===== src/rtl/ste_microwire_lmc_pkg.sv =====
// rtl/ste_microwire_lmc_pkg.sv - shared constants and types for the STE Microwire / LMC1992 block
package ste_microwire_lmc_pkg;

  localparam logic [4:0] ADDR_DATA = 5'h11;
  localparam logic [4:0] ADDR_MASK = 5'h12;

  typedef enum logic [2:0] {
    CMD_MIX    = 3'd0,
    CMD_BASS   = 3'd1,
    CMD_TREBLE = 3'd2,
    CMD_MASTER = 3'd3,
    CMD_RIGHT  = 3'd4,
    CMD_LEFT   = 3'd5
  } lmc_cmd_e;

  typedef enum logic {
    ST_IDLE  = 1'b0,
    ST_SHIFT = 1'b1
  } mw_state_e;

  localparam logic [1:0] MIX_YM_12DB = 2'b00;
  localparam logic [1:0] MIX_YM      = 2'b01;

  localparam logic [5:0] MASTER_MAX = 6'd40;
  localparam logic [4:0] SIDE_MAX   = 5'd20;

  localparam logic [5:0] MASTER_RST = MASTER_MAX;
  localparam logic [4:0] SIDE_RST   = SIDE_MAX;
  localparam logic [1:0] MIX_RST    = MIX_YM;
  localparam logic [3:0] TONE_RST   = 4'd6;

  // Q1.15 gains for 0, -2 and -4 dB; coarse steps are 6 dB shifts
  localparam logic signed [17:0] COEF_FINE0 = 18'sd32768;
  localparam logic signed [17:0] COEF_FINE1 = 18'sd26029;
  localparam logic signed [17:0] COEF_FINE2 = 18'sd20675;

  function automatic logic signed [17:0] fine_coef(input logic [1:0] fine);
    case (fine)
      2'd0:    return COEF_FINE0;
      2'd1:    return COEF_FINE1;
      default: return COEF_FINE2;
    endcase
  endfunction

endpackage


===== src/rtl/ste_microwire_lmc_attenuator.sv =====
// rtl/ste_microwire_lmc_attenuator.sv - per-channel YM/STE mix and 2-stage attenuation pipeline
module lmc_attenuator
  import ste_microwire_lmc_pkg::*;
(
  input  logic        clk,
  input  logic        reset_n,
  input  logic [9:0]  ym,
  input  logic [7:0]  ste,
  input  logic [1:0]  mix,
  input  logic [5:0]  master,
  input  logic [4:0]  side,
  output logic [14:0] audio
);

  logic signed [14:0] y_ext, s_ext, mix_sum, mix_q, out_next, out_q;
  logic [6:0]         atten_idx, coarse;
  logic [1:0]         fine;
  logic signed [32:0] prod, scaled;
  logic               unused_scaled_hi;

  // Replicating the top bits fills the 15-bit range symmetrically
  assign y_ext = {ym[9], ym, ym[9:6]};
  assign s_ext = {ste[7], ste, ste[7:2]};

  always_comb begin
    mix_sum = s_ext;
    case (mix)
      MIX_YM:      mix_sum = y_ext + s_ext;
      MIX_YM_12DB: mix_sum = (y_ext >>> 2) + s_ext;
      default:     mix_sum = s_ext;
    endcase
  end

  assign atten_idx = 7'(MASTER_MAX - master) + 7'(SIDE_MAX - side);
  assign coarse    = atten_idx / 7'd3;
  assign fine      = 2'(atten_idx % 7'd3);
  assign prod      = 33'(mix_q) * 33'(fine_coef(fine));
  assign scaled    = (prod >>> 15) >>> coarse;
  assign out_next  = (coarse >= 7'd15) ? '0 : scaled[14:0];
  assign unused_scaled_hi = ^scaled[32:15];

  always_ff @(posedge clk or negedge reset_n) begin
    if (!reset_n) begin
      mix_q <= '0;
      out_q <= '0;
    end else begin
      mix_q <= mix_sum;
      out_q <= out_next;
    end
  end

  assign audio = out_q;

endmodule


===== src/rtl/ste_microwire_lmc.sv =====
// rtl/ste_microwire_lmc.sv - STE Microwire master with LMC1992 command decode and volume/mix stage
module ste_microwire_lmc
  import ste_microwire_lmc_pkg::*;
#(
  parameter int         SHIFT_DIV = 2,
  parameter logic [1:0] CMD_ADDR  = 2'b10
) (
  input  logic        clk,
  input  logic        reset_n,
  input  logic        clk_2_en,
  input  logic [15:0] din,
  input  logic [4:0]  addr,
  input  logic        uds,
  input  logic        lds,
  input  logic        rw,
  input  logic        sel,
  output logic [15:0] dout,
  input  logic [9:0]  ym_l,
  input  logic [9:0]  ym_r,
  input  logic [7:0]  ste_l,
  input  logic [7:0]  ste_r,
  output logic        busy,
  output logic [14:0] audio_mix_l,
  output logic [14:0] audio_mix_r
);

  mw_state_e   state, state_next;
  logic [15:0] data, mask;
  logic [10:0] acc, acc_next;
  logic [4:0]  cnt, cnt_next;
  logic [3:0]  step_cnt;
  logic [7:0]  div_cnt;
  logic        wr_req, wr_req_q, wr_stb, data_wr, mask_wr;
  logic        step_en, last_step, cmd_go;
  logic [5:0]  cmd_val;
  logic [5:0]  master;
  logic [4:0]  left_vol, right_vol;
  logic [1:0]  mix;
  logic [3:0]  bass, treble;
  logic        unused_tone;

  // A CPU write is acted on once, on the rising edge of the access
  assign wr_req  = sel & ~rw & (uds | lds);
  assign wr_stb  = wr_req & ~wr_req_q;
  assign data_wr = wr_stb && (addr == ADDR_DATA) && (state == ST_IDLE);
  assign mask_wr = wr_stb && (addr == ADDR_MASK) && (state == ST_IDLE);

  assign step_en   = (state == ST_SHIFT) && clk_2_en && (div_cnt == 8'(SHIFT_DIV - 1));
  assign last_step = step_en && (step_cnt == 4'd15);
  assign acc_next  = mask[15] ? {acc[9:0], data[15]} : acc;
  assign cnt_next  = (mask[15] && cnt != 5'd16) ? cnt + 5'd1 : cnt;
  assign cmd_go    = last_step && (cnt_next >= 5'd11) && (acc_next[10:9] == CMD_ADDR);
  assign cmd_val   = acc_next[5:0];

  always_ff @(posedge clk or negedge reset_n) begin
    if (!reset_n) state <= ST_IDLE;
    else          state <= state_next;
  end

  always_comb begin
    state_next = state;
    case (state)
      ST_IDLE:  if (data_wr)   state_next = ST_SHIFT;
      ST_SHIFT: if (last_step) state_next = ST_IDLE;
      default:  state_next = ST_IDLE;
    endcase
  end

  assign busy = (state == ST_SHIFT);

  always_ff @(posedge clk or negedge reset_n) begin
    if (!reset_n) begin
      wr_req_q <= 1'b0;
      data     <= '0;
      mask     <= '0;
      acc      <= '0;
      cnt      <= '0;
      step_cnt <= '0;
      div_cnt  <= '0;
    end else begin
      wr_req_q <= wr_req;
      if (mask_wr) mask <= din;
      if (data_wr) begin
        data     <= din;
        acc      <= '0;
        cnt      <= '0;
        step_cnt <= '0;
        div_cnt  <= '0;
      end else if (state == ST_SHIFT && clk_2_en) begin
        div_cnt <= step_en ? '0 : div_cnt + 8'd1;
        if (step_en) begin
          // 16 rotations restore data and mask to their written values
          acc      <= acc_next;
          cnt      <= cnt_next;
          data     <= {data[14:0], data[15]};
          mask     <= {mask[14:0], mask[15]};
          step_cnt <= step_cnt + 4'd1;
        end
      end
    end
  end

  always_ff @(posedge clk or negedge reset_n) begin
    if (!reset_n) begin
      master    <= MASTER_RST;
      left_vol  <= SIDE_RST;
      right_vol <= SIDE_RST;
      mix       <= MIX_RST;
      bass      <= TONE_RST;
      treble    <= TONE_RST;
    end else if (cmd_go) begin
      case (lmc_cmd_e'(acc_next[8:6]))
        CMD_MIX:    mix       <= cmd_val[1:0];
        CMD_BASS:   bass      <= cmd_val[3:0];
        CMD_TREBLE: treble    <= cmd_val[3:0];
        CMD_MASTER: master    <= (cmd_val > MASTER_MAX) ? MASTER_MAX : cmd_val;
        CMD_RIGHT:  right_vol <= (cmd_val > 6'(SIDE_MAX)) ? SIDE_MAX : cmd_val[4:0];
        CMD_LEFT:   left_vol  <= (cmd_val > 6'(SIDE_MAX)) ? SIDE_MAX : cmd_val[4:0];
        default: ;
      endcase
    end
  end

  // Tone settings are held for readback-free compatibility only
  assign unused_tone = ^{bass, treble};

  always_comb begin
    dout = 16'h0000;
    if (sel) begin
      if (addr == ADDR_DATA)      dout = data;
      else if (addr == ADDR_MASK) dout = mask;
    end
  end

  lmc_attenuator u_att_l (
    .clk     (clk),
    .reset_n (reset_n),
    .ym      (ym_l),
    .ste     (ste_l),
    .mix     (mix),
    .master  (master),
    .side    (left_vol),
    .audio   (audio_mix_l)
  );

  lmc_attenuator u_att_r (
    .clk     (clk),
    .reset_n (reset_n),
    .ym      (ym_r),
    .ste     (ste_r),
    .mix     (mix),
    .master  (master),
    .side    (right_vol),
    .audio   (audio_mix_r)
  );

endmodule

===== config.mk =====
export PLATFORM = sky130hd
export DESIGN_NAME = ste_microwire_lmc
export DESIGN_NICKNAME = d
export VERILOG_FILES = /design/src/rtl/ste_microwire_lmc_pkg.sv /design/src/rtl/ste_microwire_lmc_attenuator.sv /design/src/rtl/ste_microwire_lmc.sv
export SDC_FILE = /design/constraint.sdc
export NUM_CORES = 1
export LEC_CHECK = 0
export CORE_MARGIN = 2
export CORE_UTILIZATION = 40
export DETAILED_ROUTE_END_ITERATION = 16
export PLACE_DENSITY = 0.63
export SLEW_MARGIN = 10
export SYNTH_ARGS = -nofsm -noshare
export SYNTH_HDL_FRONTEND = slang
export SYNTH_SLANG_ARGS = --single-unit

===== constraint.sdc =====
create_clock -name clk -period 37.5 [get_ports clk]
set_clock_uncertainty 0.2 [all_clocks]
set_input_delay 7.5 -clock clk [delete_from_list [all_inputs] [get_ports clk]]
set_output_delay 7.5 -clock clk [all_outputs]
set_load 0.02 [all_outputs]

### Word-level counts from Yosys, hierarchy flattened

Cells that the tools add are included.

* input bits: 64
* logic and storage cells: 116
* register bits after elaboration: 140
* output and inout bits: 47

* equal/unequal tests: 12
* div/mod/pow operators: 4
* multipliers: 2
* mux-type cells: 35
* order comparisons: 5
* bitwise gates (word level): 7
* reductions and logical operators: 21
* shift-type cells: 2
* $add $sub $neg: 12

Operators by type and width (number)
* 2-to-1 mux 16 bit: 10
* multiplier 15 x 17 -> 32 bit: 2
* one-hot mux 16 bit (2 select lines): 2
* one-hot mux 15 bit (2 select lines): 2
* 2-to-1 mux 11 bit: 4
* >>> shifter 17 x 7 -> 15 bit: 2
* adder 12 x 14 -> 15 bit: 2
* adder 14 x 14 -> 15 bit: 2
* 2-to-1 mux 15 bit: 2
* 2-to-1 mux 5 bit: 5
* 2-to-1 mux 8 bit: 3
* adder 7 bit: 2
* divider 7 x 2 -> 7 bit (second input constant): 2
* greater-or-equal comparator 7 x 4 -> 1 bit (second input constant): 2
* remainder unit 7 x 2 -> 7 bit (second input constant): 2
* 2-to-1 mux 4 bit: 3
* subtractor 5 x 5 -> 6 bit (first input constant): 2
* equality test 5 bit (second input constant): 2
* logical AND 1 bit: 10
* AND reduction 2 bit: 5
* adder 8 x 1 -> 8 bit (second input constant): 1
* equality test 8 x 1 -> 1 bit (second input constant): 1
* subtractor 6 x 6 -> 7 bit (first input constant): 1
* equality test 2 x 1 -> 1 bit (second input constant): 3
* 19 further kinds: 28

### Logic depth before layout (Yosys ltp)

* depth after elaboration: 10
* gate-level depth with buffers: 61
* gate-level depth less buffers: 57

### By module

Synthesis repeated with hierarchy kept, for this count alone.

* cells, all modules: 2963
* area, all modules: 25822.3 µm²

Modules (own cells, without submodules)
* lmc_attenuator at u_att_r: cells an instance 1278, instances 1, sequential area each 750.7 µm², area an instance 10835.4 µm²
* lmc_attenuator at u_att_l: cells an instance 1264, instances 1, sequential area each 750.7 µm², area an instance 10826.6 µm²
* ste_microwire_lmc: cells an instance 421, instances 1, sequential area each 2010.7 µm², area an instance 4160.2 µm²

### Least setup slack after synthesis

No wires, ideal clock.

* path type: input to output
* start: in addr[3]
* end: out dout[10]
* path slack: 20.821 ns
* cell stages on the path: 6
* data required time: 29.800 ns
* data arrival time: 8.979 ns
* path buffers: 1
* cells stage by stage: nor2_1 > nand2_1 > nor3b_1 > clkbuf_1 > a22oi_1 > nor2b_1

* cells in the longest elaborated chain, start to end: 4
* elaborated cells on any way between the ends: 5
* those cells by class: eq/ne (2); mux (3)

Ends and longest elaborated chain
* from (decl): RTL line ste_microwire_lmc.sv:12 `input logic [4:0] addr,`
* equality test 5 bit: RTL line ste_microwire_lmc.sv:131 `else if (addr == ADDR_MASK) dout = mask;`
* 2-to-1 mux 16 bit: RTL line ste_microwire_lmc.sv:131
* 2-to-1 mux 16 bit *: RTL line ste_microwire_lmc.sv:130 `if (addr == ADDR_DATA) dout = data;`
* 2-to-1 mux 16 bit *: RTL line ste_microwire_lmc.sv:129 `if (sel) begin`
* to (decl): RTL line ste_microwire_lmc.sv:17 `output logic [15:0] dout,`

Every way passes the cells marked *; elsewhere a longest branch is shown, timed or not.

### Worst setup path in the final report

* start: in addr[3]
* end: out dout[7]

Same word-level chain as after synthesis.

==> out/results.txt <==
CTS max path bufs - 2
clock root buffer - clkbuf_16
worst slack, placed - 19,760 ps
WL/cell - 17.1 um
outcome - completed
RSZ-0062 raised after global routing - no
DRC viols - 0
XOR/XNOR share of the synthesized area - 0.0335
met2 WL - 28,900 um
Slew Limit Headroom - 0.214
worst hold path type - flip-flop to flip-flop
Initial Util - 0.403
# IOs - 111
hold buffers post-CTS - 0
fillers - 6,249
M1 WL - 32,700 um
Synth area leader - fa_1
global-route wire length before repair - 108,000 um
post-route antenna net violation count - 0
share of layout cells above drive strength 1 - 0.0509
Critical-path top delay cell - nor3b_2
top_reg_cell synth - dfrtp_1
RePlAce Congestion - 0.920
Starting DRT DRC Count - 1,490
sequential share of the synthesized area - 0.139
multi-input logic area - 0.0196 mm2
Adder-Cell Fraction of Synth Area - 0.382
Final min period - 17,770 ps
final hold violation count - 0
TNS Setup - 0 ps
Total GRT Usage - 0.204
Final HPWL DP - 54,600 um
via/cell ratio - 5.32
Synth Register Bits - 140
Rows - 92
startpoint types - input port
fin crit share - 0.474
setup bufs post-CTS - 0
total grt overflow - 0
post-synthesis compound-gate area fraction - 0.171
core area - 0.0629 mm2
mux contribution to synthesized area - 0.0372
Worst-Margin Slew - 1170 ps
WL final - 65,700 um
# resized after CTS - 0
Port Buffers - 110
Worst-path clk slew - 70 ps
clk sinks - 140
final setup violation count - 0
Post-synth EDFFs - 0
FMAX - 56.3 MHz
H-tree depth - 4
critical path's largest stage delay - 920 ps
Slew Viols, Final - 0
Nets - 3,650
Netlist cell types - 111
CP dominant cell by count - clkdlybuf4s50_1
FFs w/ async S/R, synth - 1.00
uppermost routed layer - met5
critical path data required time - 29,800 ps
max_cap viols - 0
Die W - 256 um
largest family of logic cells by synthesized area - adder cells
final hold slack - 305 ps
Final WS setup - 19,730 ps
Ys Warns - 0
Mapped Area - 0.0253 mm2
CP endpoint kind - output port
Worst EP arrival - 10,070 ps
synthesized netlist cell count - 2,924
metal3 WL - 3090 um
P&R area growth vs syn - 10.1%
number of global-route vias before repair - 20,200
Max FO, Critical Path - 17
largest net degree at the start of global routing - 82
Die Height - 256 um
Clk Latency, worst-skew pair - 460 ps
top-area cell type share of the netlist area - 0.213
Placed Cells - 3,803
syn_area_per_cell - 8.66 um2
DR pass1 iterations - 6
final cell count without fillers - 3,836
Post-Synth Simple-Gate Area - 0.147
Setup CP Type - input port to output port
crit path cell chain - clkdlybuf4s50_1, nor2_1, nand2_1, nor3b_2, a22oi_1, nor2b_1, clkdlybuf4s50_1
total CTS buffers - 17
total number of vias - 20,400
CTS tree - yes
top cells by area, synth - fa_1 21%, ha_1 17%, dfrtp_1 13%
initial antenna violation count - 3
die area - 0.0653 mm2
Register Area - 0.00351 mm2
==> through the flow <==
stage               cell area [um2]   util
global route                  27900  0.444
finish                        27900  0.444
CTS                           27900  0.444
global placement              27300  0.434
floorplan                     25300      -
detailed placement            27300  0.434
==> layer usage <==
metal  GRT usage  vias up
li1            -    10000
met1       0.303     9808
met2       0.312      522
met3      0.0303       67
met4      0.0448        4
met5           0        -
==> registers in the layout, summed over array words and instances, names as in the netlist <==
| name | flops |
|---|---|
| acc | 11 |
| busy | 1 |
| cnt | 5 |
| data | 16 |
| div_cnt | 8 |
| left_vol | 5 |
| mask | 16 |
| master | 6 |
| mix | 2 |
| right_vol | 5 |
| step_cnt | 4 |
| u_att_l.audio | 15 |
| u_att_l.mix_q | 15 |
| u_att_r.audio | 15 |
| u_att_r.mix_q | 15 |
| wr_req_q | 1 |
==> cell usage after synthesis, drive strengths merged (19+ instances only) <==
| master | number |
|---|---|
| or3 | 24 |
| and3 | 25 |
| clkbuf | 88 |
| a31oi | 23 |
| fa | 270 |
| mux2 | 34 |
| inv | 503 |
| xnor2 | 54 |
| a21o | 43 |
| a211oi | 28 |
| dfrtp | 133 |
| nand4 | 19 |
| and2 | 53 |
| a22oi | 38 |
| ha | 340 |
| o21a | 27 |
| xor2 | 27 |
| nor3 | 50 |
| nand2 | 271 |
| a21oi | 120 |
| nand2b | 25 |
| nand3 | 40 |
| o21ai | 161 |
| nor2 | 150 |
| mux2i | 55 |
| nor2b | 58 |
==> kinds of logic after synthesis <==
logic type               after synthesis
flip-flops                           140
AO/OA/AOI/OAI                        628
other                                  2
buffers and inverters                603
AND/OR/NAND/NOR                      767
multiplexers                          89
adder cells (fa/ha/maj)              612
XOR/XNOR                              83
==> worst max-delay path, delay by kind of cell <==
family                 cells  cell delay, ps
AND/OR/NAND/NOR            4            1310
buffers and inverters      2            1020
AO/OA/AOI/OAI              1             230
==> layout by cell type, fill, tap and decap left out, drive strengths merged, types with 53 or more instances in the layout <==
cell type	synthesis	final
o21ai	161	161
fa	270	270
mux2i	55	55
clkdlybuf4s50	0	109
inv	503	511
xnor2	54	54
nor2	150	150
nand2	271	271
and2	53	53
ha	340	340
dfrtp	133	133
a21oi	120	120
nor2b	58	58
==> final timing paths <==
kind | from | to | slack, ps | depth (start not counted)
worst max-delay path | addr[3] | dout[7] | 19730 | 7
worst min-delay path | acc[10]$_DFFE_PN0P_ | acc[10]$_DFFE_PN0P_ | 310 | 1
worst max register to register | master[0]$_DFFE_PN0P_ | u_att_r.audio[6]$_DFF_PN0_ | 21670 | 51
worst min register to register | acc[10]$_DFFE_PN0P_ | acc[10]$_DFFE_PN0P_ | 310 | 1
max in group asynchronous | reset_n | u_att_l.mix_q[8]$_DFF_PN0_ | 28910 | 2
min in group asynchronous | reset_n | data[6]$_DFFE_PN0P_ | 6880 | 1
==> area by class of cell <==
cell class,instances,share of cell area
Multi-Input combinational cell,2187,0.702
Sequential cell,140,0.126
Inverter,504,0.0679
Timing Repair Buffer,126,0.0438
Tap cell,846,0.0380
Clock buffer,17,0.0153
Clock inverter,15,0.00660
Antenna cell,1,0.0000897
Power is left out: the tool's default activity adds up to more than one toggle a clock period on the data nets, which glitch-free logic cannot reach.
